### src/rtl/pixel_readout_pkg.sv
// Sensor array geometry and shared types for the row readout path.
`timescale 1ns/1ps
package PixelSensorConfig;
  localparam int PIXEL_ARRAY_WIDTH  = 4;
  localparam int PIXEL_ARRAY_HEIGHT = 4;
  localparam int PIXEL_BITS         = 8;
  localparam int ROW_IDX_BITS       = $clog2(PIXEL_ARRAY_HEIGHT);
  localparam int COL_IDX_BITS       = $clog2(PIXEL_ARRAY_WIDTH);

  typedef logic [PIXEL_BITS-1:0] pixel_t;

  typedef enum logic [0:0] {
    IDLE  = 1'b0,
    SHIFT = 1'b1
  } readout_state_e;
endpackage

### src/rtl/pixel_readout_row_index_encoder.sv
// One-hot to binary encoder; valid is high only when exactly one bit is set.
`timescale 1ns/1ps
module row_index_encoder
  import PixelSensorConfig::*;
#(
  parameter int N     = PIXEL_ARRAY_HEIGHT,
  parameter int IDX_W = $clog2(N)
) (
  input  logic [N-1:0]     onehot,
  output logic [IDX_W-1:0] index,
  output logic             valid
);
  logic seen_s;
  logic multi_s;

  // OR-reduce the set bit positions while tracking zero/many set bits
  always_comb begin
    index   = '0;
    seen_s  = 1'b0;
    multi_s = 1'b0;
    for (int i = 0; i < N; i++) begin
      multi_s = multi_s | (seen_s & onehot[i]);
      seen_s  = seen_s | onehot[i];
      index   = index | (onehot[i] ? IDX_W'(i) : '0);
    end
    valid = seen_s & ~multi_s;
  end
endmodule

### src/rtl/pixel_readout.sv
// Double-buffered row capture and one-pixel-per-beat serialiser.
// Optional Gray->binary pixel decode: define PIXEL_READOUT_GRAY_DECODE_EN.
`timescale 1ns/1ps
module pixel_readout
  import PixelSensorConfig::*;
#(
  parameter int WIDTH  = PIXEL_ARRAY_WIDTH,
  parameter int HEIGHT = PIXEL_ARRAY_HEIGHT,
  parameter int BITS   = PIXEL_BITS
) (
  input  logic                      CLK,
  input  logic                      RESET_N,
  input  logic                      NEW_ROW,
  input  logic [HEIGHT-1:0]         ROW_SELECT,
  input  logic [WIDTH*BITS-1:0]     PIXEL_DATA,
  output logic [BITS-1:0]           OUT_DATA,
  output logic [$clog2(HEIGHT)-1:0] OUT_ROW,
  output logic [$clog2(WIDTH)-1:0]  OUT_COL,
  output logic                      OUT_FRAME_END,
  output logic                      OUT_VALID,
  input  logic                      OUT_READY,
  output logic                      OVERFLOW,
  output logic                      ROW_ERROR
);
  localparam int ROW_W = $clog2(HEIGHT);
  localparam int COL_W = $clog2(WIDTH);
  localparam logic [ROW_W-1:0] LAST_ROW = ROW_W'(HEIGHT - 1);
  localparam logic [COL_W-1:0] LAST_COL = COL_W'(WIDTH - 1);

  readout_state_e        state_r, state_nxt_s;
  logic [WIDTH*BITS-1:0] cap_data_r, sh_data_r;
  logic [ROW_W-1:0]      cap_row_r, sel_idx_s, load_row_s;
  logic [COL_W-1:0]      next_col_s, load_col_s;
  logic [BITS-1:0]       raw_pix_s, dec_pix_s;
  logic cap_full_r, sel_valid_s, accept_s, last_beat_s, xfer_s, capture_s, load_s;

  row_index_encoder #(.N(HEIGHT), .IDX_W(ROW_W)) u_sel_enc (
    .onehot (ROW_SELECT),
    .index  (sel_idx_s),
    .valid  (sel_valid_s)
  );

  assign accept_s    = OUT_VALID & OUT_READY;
  assign last_beat_s = accept_s & (OUT_COL == LAST_COL);
  assign xfer_s      = cap_full_r & ((state_r == IDLE) | last_beat_s);
  assign capture_s   = NEW_ROW & sel_valid_s & (~cap_full_r | xfer_s);
  assign next_col_s  = OUT_COL + COL_W'(1);

`ifdef PIXEL_READOUT_GRAY_DECODE_EN
  function automatic logic [BITS-1:0] gray_to_bin(input logic [BITS-1:0] g);
    logic [BITS-1:0] b;
    b[BITS-1] = g[BITS-1];
    for (int i = BITS - 2; i >= 0; i--) b[i] = b[i+1] ^ g[i];
    return b;
  endfunction
  assign dec_pix_s = gray_to_bin(raw_pix_s);
`else
  assign dec_pix_s = raw_pix_s;
`endif

  // Next-state: SHIFT while a row is being emitted, IDLE once drained
  always_comb begin
    state_nxt_s = state_r;
    case (state_r)
      IDLE:    if (cap_full_r) state_nxt_s = SHIFT; else state_nxt_s = IDLE;
      SHIFT:   if (last_beat_s && !cap_full_r) state_nxt_s = IDLE; else state_nxt_s = SHIFT;
      default: state_nxt_s = IDLE;
    endcase
  end

  // Select the next beat: first pixel of a freshly transferred row or the next column
  always_comb begin
    load_s     = 1'b0;
    load_row_s = OUT_ROW;
    load_col_s = next_col_s;
    raw_pix_s  = sh_data_r[BITS*int'(next_col_s) +: BITS];
    if (xfer_s) begin
      load_s     = 1'b1;
      load_row_s = cap_row_r;
      load_col_s = '0;
      raw_pix_s  = cap_data_r[BITS-1:0];
    end else if (accept_s && !last_beat_s) begin
      load_s = 1'b1;
    end else begin
      load_s = 1'b0;
    end
  end

  // FSM state register
  always_ff @(posedge CLK or negedge RESET_N) begin
    if (!RESET_N) state_r <= IDLE;
    else          state_r <= state_nxt_s;
  end

  // Capture buffer and sticky error flags; a bad select wins over overflow
  always_ff @(posedge CLK or negedge RESET_N) begin
    if (!RESET_N) begin
      cap_data_r <= '0;
      cap_row_r  <= '0;
      cap_full_r <= 1'b0;
      OVERFLOW   <= 1'b0;
      ROW_ERROR  <= 1'b0;
    end else begin
      if (capture_s) begin
        cap_data_r <= PIXEL_DATA;
        cap_row_r  <= sel_idx_s;
        cap_full_r <= 1'b1;
      end else if (xfer_s) begin
        cap_full_r <= 1'b0;
      end
      if (NEW_ROW && !sel_valid_s) ROW_ERROR <= 1'b1;
      if (NEW_ROW && sel_valid_s && cap_full_r && !xfer_s) OVERFLOW <= 1'b1;
    end
  end

  // Shift buffer and output beat registers; OUT_COL doubles as the column counter
  always_ff @(posedge CLK or negedge RESET_N) begin
    if (!RESET_N) begin
      sh_data_r     <= '0;
      OUT_DATA      <= '0;
      OUT_ROW       <= '0;
      OUT_COL       <= '0;
      OUT_FRAME_END <= 1'b0;
      OUT_VALID     <= 1'b0;
    end else if (load_s) begin
      if (xfer_s) sh_data_r <= cap_data_r;
      OUT_DATA      <= dec_pix_s;
      OUT_ROW       <= load_row_s;
      OUT_COL       <= load_col_s;
      OUT_FRAME_END <= (load_row_s == LAST_ROW) && (load_col_s == LAST_COL);
      OUT_VALID     <= 1'b1;
    end else if (last_beat_s) begin
      OUT_VALID     <= 1'b0;
      OUT_FRAME_END <= 1'b0;
    end
  end
endmodule

### config.mk
export PLATFORM = sky130hd
export DESIGN_NAME = pixel_readout
export DESIGN_NICKNAME = d
export VERILOG_FILES = /design/src/rtl/pixel_readout_pkg.sv /design/src/rtl/pixel_readout_row_index_encoder.sv /design/src/rtl/pixel_readout.sv
export SDC_FILE = /design/constraint.sdc
export NUM_CORES = 1
export LEC_CHECK = 0
export BUFFER_PORTS_ARGS = -buffer_cell sky130_fd_sc_hd__buf_4
export CAP_MARGIN = 20
export CORE_MARGIN = 2
export CORE_UTILIZATION = 56
export DETAILED_ROUTE_END_ITERATION = 10
export GPL_TIMING_DRIVEN = 1
export HOLD_SLACK_MARGIN = 0.03
export PLACE_DENSITY_LB_ADDON = 0.05
export SLEW_MARGIN = 10
export SYNTH_ARGS = -nofsm -noshare
export SYNTH_HDL_FRONTEND = slang
export SYNTH_SLANG_ARGS = --single-unit
### constraint.sdc
create_clock -name CLK -period 2.23 [get_ports CLK]
set_input_delay 0.1115 -clock CLK [delete_from_list [all_inputs] [get_ports CLK]]
set_output_delay 0.1115 -clock CLK [all_outputs]
set_load 0.02 [all_outputs]
Word-level counts from Yosys, hierarchy flattened
Cells that the tools add are included.
{"block": "op_classes", "add_sub_neg": 1, "bitwise_logic": 21, "shifts": 1, "muxes": 16, "eq_ne": 3, "n_reduce_logical": 14}
{"cell": "32-bit by 6-bit indexed part select with 8-bit output", "n": 1}
{"cell": "1-bit two-way mux", "n": 10}
{"cell": "1-bit AND", "n": 9}
{"cell": "2-bit two-way mux", "n": 4}
{"cell": "8-bit two-way mux", "n": 1}
{"cell": "1-bit logical AND", "n": 7}
{"cell": "1-bit OR", "n": 7}
{"cell": "2-bit equality test (second input constant)", "n": 3}
{"cell": "1-bit logical NOT", "n": 4}
{"cell": "2-bit OR", "n": 2}
{"cell": "2-bit nonzero test", "n": 2}
{"cell": "1-bit NOT", "n": 3}
{"cell": "2-bit by 1-bit adder with 2-bit output (second input constant)", "n": 1}
{"cell": "1-bit case mux with 2 select lines", "n": 1}
{"cell": "2-bit AND reduction", "n": 1}
{"block": "word_totals", "ff_bits": 84, "wordCells": 68}

Depth between registers and ports, before layout
Gate-level depths: netlist of run 1.
{"block": "depth", "word_depth": 9, "depth_mapped": 7}

By module
From an unflattened synthesis of run 1, not the netlist that was laid out.
{"block": "hier_totals", "hier_cells": 252, "area_unflattened_um2": 3646.0}
{"module": "pixel_readout", "instances": 1, "cells_each": 246, "area_each_um2": 3597.2, "seq_area_each_um2": 2102.0}
{"module": "row_index_encoder", "instances": 1, "cells_each": 6, "area_each_um2": 48.8, "seq_area_each_um2": 0.0}

Worst setup path after synthesis of run 1
OpenSTA, ideal clock, no wires.
{"block": "synth_timing", "kind": "reg2reg", "from": "reg OUT_COL[0]", "to": "reg cap_data_r[10]", "path_buffers": 2, "path_stages_with_launch": 8, "t_arrival_ns": 1.691, "slack_ns": 0.414, "synth_period_minus_slack_ns": 1.816, "path_cell_list": "dfrtp_1 ha_1 nand3_1 nand3_1 and3b_1 buf_6 buf_12 mux2_4"}
{"block": "synth_between", "elab_chain_len": 6}
{"item": "start, declared", "line_no": "pixel_readout.sv:18", "text": "output logic [$clog2(WIDTH)-1:0] OUT_COL,"}
{"item": "start signal, assigned", "line_no": "pixel_readout.sv:129", "text": "OUT_COL <= load_col_s;"}
{"item": "2-bit equality test", "line_no": "pixel_readout.sv:44", "text": "assign last_beat_s = accept_s & (OUT_COL == LAST_COL);"}
{"item": "1-bit AND", "line_no": "pixel_readout.sv:44"}
{"item": "1-bit OR", "line_no": "pixel_readout.sv:45", "text": "assign xfer_s = cap_full_r & ((state_r == IDLE) | last_beat_s);"}
{"item": "1-bit AND", "line_no": "pixel_readout.sv:45"}
{"item": "1-bit OR", "line_no": "pixel_readout.sv:46", "text": "assign capture_s = NEW_ROW & sel_valid_s & (~cap_full_r | xfer_s);"}
{"item": "1-bit AND", "line_no": "pixel_readout.sv:46"}
{"item": "end signal, assigned", "line_no": "pixel_readout.sv:98", "text": "cap_data_r <= '0;"}
{"item": "end signal, assigned", "line_no": "pixel_readout.sv:105", "text": "cap_data_r <= PIXEL_DATA;"}
{"item": "end, declared", "line_no": "pixel_readout.sv:31", "text": "logic [WIDTH*BITS-1:0] cap_data_r, sh_data_r;"}
Every way passes these cells.
A chain may end at the register's enable or synchronous reset.

Worst setup path after layout of run 1
{"block": "layout_timing", "from": "reg OUT_COL[1]", "to": "reg cap_data_r[0]"}
The elaborated chain is that of the path after synthesis.

==> results_dict.tcl, run 1 <==
set metrics [dict create \
    status "complete, no violations" \
    cts_tree "yes" \
    startpoint "OUT_COL[1]" \
    r2r_end "cap_data_r[0]" \
    syn2layout_area_growth_pct 29.2 \
    ys_warn_count 0 \
    antenna_found_initial 0 \
    syn_inst 310 \
    fmaxAchievable_mhz 511 \
    wl_per_cell_um 15.4 \
    post_cts.repair.setup_buffers 0 \
    p_clk_share_pct 18.6 \
    cts_root_buffer "clkbuf_8" \
    cts.sinks 84 \
    maxSlewHeadroom_pct 48.3 \
    nFillCells 454 \
    grt_pass1_wl_um 12700 \
    die_x_um 84.7 \
    start_util_pct 57.7 \
    netSwitchingFraction_pct 33.6 \
    crit_end "cap_data_r[0]" \
    htreeDepth 3 \
    drt_iter0_markers 134 \
    layout_commonest_cell "nand2_1" \
    critPathKind "register to register" \
    io_buffers 55 \
    fin_cells 483 \
    ys_types 29 \
    clk_latency_ns 0.34 \
    die-area_mm2 0.00717 \
    p_sw_w 0.00211 \
    cp.arrival_ns 2.18 \
    power.share.combinational_pct 37.3 \
    globalplace.congestion 0.755 \
    final_antenna_net_count 0 \
    synth_seq_cells 84 \
    reg2reg_setup_slack_ns 0.27 \
    period_minus_slack_ns 1.96 \
    synth.avg_cell_area_um2 11.8 \
    critPathLaunchType "register" \
    routed_wl_um 7450 \
    cts_buffer_depth 2 \
    wl_met1_um 3450 \
    top_layer_used "met4" \
    dr_wl_met2_um 3720 \
    max_cap_viol_count 0 \
    cp_max_fo 16 \
    drv_slew 0 \
    p_int_w 0.00417 \
    syn_nets 351 \
    vdd_drop_max_mv 0.747 \
    drc_errors 0 \
    rsz0062_at_grt "no" \
    finalCritPeriodShare_pct 87.8 \
    io_pins 56 \
    clock_skew_ns 0.00768 \
    hold_viol 0 \
    p_leak_nw 2.31 \
    p_per_area_mw_per_mm2 1330 \
    setup_viol 0 \
    core_mm2 0.00631 \
    utilization_pct 74.6 \
    multi_input_area_mm2 0.00142 \
    grt_pass1_vias 2566 \
    vias 2566 \
    ff2ff_path_depth 6 \
    setup_slack_ns 0.273 \
    die_h_um 84.7 \
    place_ws_ns 0.312 \
    required_ns 2.46 \
    drive_gt1_share_pct 30.3 \
    synth_area_mm2 0.00364 \
    met3WireLength_um 214 \
    cp-end-kind "register" \
    place_hpwl_um 4860 \
    hold_path.class "input port to register" \
    via_per_inst 5.31 \
    clk_pin_slew_ns 0.08 \
    tns_ns 0 \
    r2r_start "OUT_COL[1]" \
    power_w 0.00628 \
    regArea_mm2 0.00210 \
    drtPass1Iterations 5 \
    grt_max_degree 48 \
    postCtsHoldBufs 35 \
    cts_made_buffers 9 \
    gr-total-overflow 0 \
    worst_slew_pin_slew_ns 0.776 \
    grt_util_all_layers_pct 23.0 \
    antenna_cells 0 \
    yosysSeqAreaShare_pct 57.7 \
    fin_nets 442 \
    row_count 29 \
    layout_common_cells "nand2_1, dfrtp_1, buf_4" \
    seqPwrFrac_pct 44.1 \
    post-place-cells 432 \
    post_cts_resized 0 \
]
## sequential cells by signal, summed over array words and instances, names as in the netlist
signal / flops
cap_data_r: 32
sh_data_r: 32
OUT_DATA: 8
OUT_COL: 2
OUT_ROW: 2
cap_row_r: 2
OUT_FRAME_END: 1
OUT_VALID: 1
OVERFLOW: 1
ROW_ERROR: 1
cap_full_r: 1
state_r: 1
## area by class of cell
type                            instances  area share (%)
Multi-Input combinational cell        207            30.2
Tap cell                               77            2.05
Timing Repair Buffer                   96            18.2
Sequential cell                        84            44.7
Clock buffer                            9            2.63
Clock inverter                          7            1.94
Inverter                                3           0.239
## cells by family after synthesis
logic type | share of synthesized area [%]
compound gates | 5.15
xor+xnor | 0.481
flops | 57.7
simple gates | 14.5
mux | 18.3
fa+ha+maj | 0.343
buf+inv | 3.57
## routing by layer
layer | vias up | track usage (%)
li1 | 1211 | -
met1 | 1295 | 32.6
met2 | 53 | 36.7
met3 | 7 | 3.54
met4 | 0 | 8.23
met5 | - | 0
## critical path, cell delays in order, from the launching register on
cell and delay, ns:
dfrtp_1 0.38, ha_1 0.21, nand3_1 0.22, nand3_1 0.21, and3b_2 0.26, buf_12 0.19, mux2_2 0.36
## worst min-delay path by stage
stage / startpoint / endpoint / slack [ns] / cells past startpoint
after floorplan: RESET_N / OUT_COL[0] / -0.18 / 0
after global placement: RESET_N / sh_data_r[12] / 0.12 / 1
after detailed placement: RESET_N / sh_data_r[12] / 0.11 / 1
after CTS: ROW_SELECT[1] / cap_row_r[0] / 0.06 / 3
after global routing: ROW_SELECT[3] / cap_row_r[0] / 0.08 / 3
final: ROW_SELECT[1] / cap_row_r[0] / 0.07 / 3
## cell usage after synthesis
cell type  number  share of area (%)
xor2_1          1               0.24
nand4b_1        1               0.24
nand2_1       109                 11
nor4b_1         1               0.24
mux2_2          4                1.2
and3b_1         2               0.48
nand2b_1        1               0.17
clkbuf_1       10                1.0
mux2i_1         2               0.55
buf_2           2               0.27
o21bai_1        1               0.21
o21ai_0         4               0.55
inv_1           3               0.31
dfrtp_1        84                 58
a21oi_1        19                2.6
nor2_1         13                1.3
a21bo_2         2               0.55
mux4_2          8                4.9
mux2_4         28                 12
nor3_1          1               0.14
a221oi_2        1               0.41
ha_1            1               0.34
buf_6           1               0.31
xnor2_1         1               0.24
a21boi_1        1               0.21
nand3_1         2               0.27
nor2b_4         1               0.38
buf_12          3                1.6
a21o_1          3               0.62
## power by group through the flow
stage	clock, W	combinational [W]	sequential, W
2_1_floorplan	0	0.00155	0.00278
5_1_grt	0.00125	0.00258	0.00285
3_3_place_gp	0	0.00224	0.00276
4_1_cts	0.00119	0.00238	0.00276
3_5_place_dp	0	0.00231	0.00279
6_report	0.00117	0.00234	0.00277
## per-stage QoR
stage / hold slack, ns / area [um^2]
floorplan: -0.184 / 3640
global placement: 0.117 / 4140
detailed placement: 0.112 / 4140
CTS: 0.0608 / 4710
global route: 0.0759 / 4710
finish: 0.0701 / 4710
(Power assumes the default switching activity.)
==> run 2, diff against run 1 <==
--- a/config.mk
+++ b/config.mk
@@ -8,7 +8,7 @@
 export BUFFER_PORTS_ARGS = -buffer_cell sky130_fd_sc_hd__buf_4
 export CAP_MARGIN = 20
 export CORE_MARGIN = 2
-export CORE_UTILIZATION = 56
+export CORE_UTILIZATION = 58
 export DETAILED_ROUTE_END_ITERATION = 10
 export GPL_TIMING_DRIVEN = 1
 export HOLD_SLACK_MARGIN = 0.03
==> constraint.sdc (replaced) <==
create_clock -name CLK -period 2.5 [get_ports CLK]
set_input_delay 0.125 -clock CLK [delete_from_list [all_inputs] [get_ports CLK]]
set_output_delay 0.125 -clock CLK [all_outputs]
set_load 0.02 [all_outputs]
==> results_dict.tcl, run 2 (same netlist as run 1, synthesis figures left out) <==
set metrics [dict create \
    grt_pass1_vias 2553 \
    hold_viol 0 \
    final_antenna_net_count 0 \
    drt_iter0_markers 179 \
    required_ns 2.74 \
    clock_skew_ns 0.00951 \
    gr-total-overflow 0 \
    critPathLaunchType "register" \
    wl_per_cell_um 15.2 \
    seqPwrFrac_pct 43.8 \
    die_x_um 83.3 \
    tns_ns 0 \
    r2r_start "OUT_COL[1]" \
    post_cts.repair.setup_buffers 0 \
    routed_wl_um 7290 \
    drv_slew 0 \
    row_count 28 \
    vias 2507 \
    io_pins 56 \
    worst_slew_pin_slew_ns 0.571 \
    p_leak_nw 2.31 \
    htreeDepth 3 \
    hold_path.class "input port to register" \
    fin_nets 443 \
    max_cap_viol_count 0 \
    fmaxAchievable_mhz 502 \
    cts_made_buffers 9 \
    cts_tree "yes" \
    layout_common_cells "nand2_1, dfrtp_1, buf_4" \
    period_minus_slack_ns 1.99 \
    die_h_um 83.3 \
    status "complete, no violations" \
    p_clk_share_pct 19.2 \
    setup_viol 0 \
    clk_latency_ns 0.35 \
    reg_top3 "cap_data_r x32, sh_data_r x32, OUT_DATA x8" \
    antenna_found_initial 0 \
    grt_max_degree 85 \
    utilization_pct 78.5 \
    maxSlewHeadroom_pct 61.9 \
    cts.sinks 84 \
    syn2layout_area_growth_pct 29.1 \
    min_from "ROW_SELECT[1]" \
    rsz0062_at_grt "no" \
    p_int_w 0.00378 \
    drive_gt1_share_pct 30.3 \
    p_per_area_mw_per_mm2 1190 \
    io_buffers 55 \
    start_util_pct 60.8 \
    cp_max_fo 18 \
    via_per_inst 5.21 \
    grt_util_all_layers_pct 22.7 \
    cts_buffer_depth 2 \
    nFillCells 391 \
    drc_errors 0 \
    power.share.combinational_pct 37.0 \
    place_hpwl_um 4580 \
    globalplace.congestion 0.767 \
    clk_pin_slew_ns 0.08 \
    grt_pass1_wl_um 12400 \
    p_sw_w 0.00183 \
    vdd_drop_max_mv 0.933 \
    netSwitchingFraction_pct 32.7 \
    cp.arrival_ns 2.23 \
    finalCritPeriodShare_pct 79.7 \
    core_mm2 0.00599 \
    cp-end-kind "register" \
    layout_commonest_cell "nand2_1" \
    drtPass1Iterations 4 \
    die-area_mm2 0.00693 \
    cts_root_buffer "clkbuf_8" \
    critPathKind "register to register" \
    startpoint "OUT_COL[1]" \
    antenna_cells 0 \
]
-- run 2: layout make-up --
type	instances	area [um^2]	area share, %
sequential	84	2100	44.7
multi-input combinational	207	1420	30.3
timing repair buffer	97	848	18.0
clock buffer	11	151	3.22
tap	75	93.8	2.00
clock inverter	4	72.6	1.54
inverter	3	11.3	0.239
-- run 2: worst paths after layout --
check / end / slack, ns / cells after the start
setup / recovery: cap_data_r[1] / 0.51 / 6
hold / removal: cap_row_r[0] / 0.07 / 3
setup reg to reg: cap_data_r[1] / 0.51 / 6
hold reg to reg: ROW_ERROR / 0.46 / 1
max in group asynchronous: cap_data_r[22] / 1.74 / 3
min in group asynchronous: cap_data_r[12] / 0.17 / 2
-- run 2: layer usage --
metal | vias up | track usage [%] | wire length [um]
li1 | 1213 | - | -
met1 | 1237 | 32.2 | 3430
met2 | 48 | 36.1 | 3540
met3 | 9 | 4.77 | 245
met4 | 0 | 5.81 | 77
met5 | - | 0 | 0
-- run 2: power by group through the flow --
| stage | sequential [W] | clock [W] | combinational, W |
|---|---|---|---|
| floorplan | 0.00248 | 0 | 0.00139 |
| global placement | 0.00245 | 0 | 0.00199 |
| detailed placement | 0.00247 | 0 | 0.00204 |
| CTS | 0.00246 | 0.00109 | 0.00210 |
| global route | 0.00254 | 0.00115 | 0.00230 |
| finish | 0.00246 | 0.00108 | 0.00208 |
-- run 2: timing repair --
| item | 4_1_cts | 5_1_grt |
|---|---|---|
| resized for setup | 0 | 0 |
| hold endpoints to repair | 119 | 0 |
| hold buffers | 35 | 0 |
-- run 2: critical path, cell delays in order (launching register included) --
cell     delay (ns)
dfrtp_1        0.38
ha_1           0.21
nand3_1        0.20
nand3_1        0.19
and3b_2        0.20
buf_4          0.31
mux2_2         0.38
-- run 2: per-stage QoR --
stage	instance area, um^2	worst slack (ns)	power [W]	std cells	hold slack [ns]
floorplan	3640	0.684	0.00386	310	-0.171
global placement	4100	0.585	0.00444	430	0.346
detailed placement	4100	0.538	0.00452	430	0.351
CTS	4680	0.517	0.00564	480	0.0627
global route	4700	0.374	0.00599	481	0.106
finish	4700	0.509	0.00561	481	0.0708
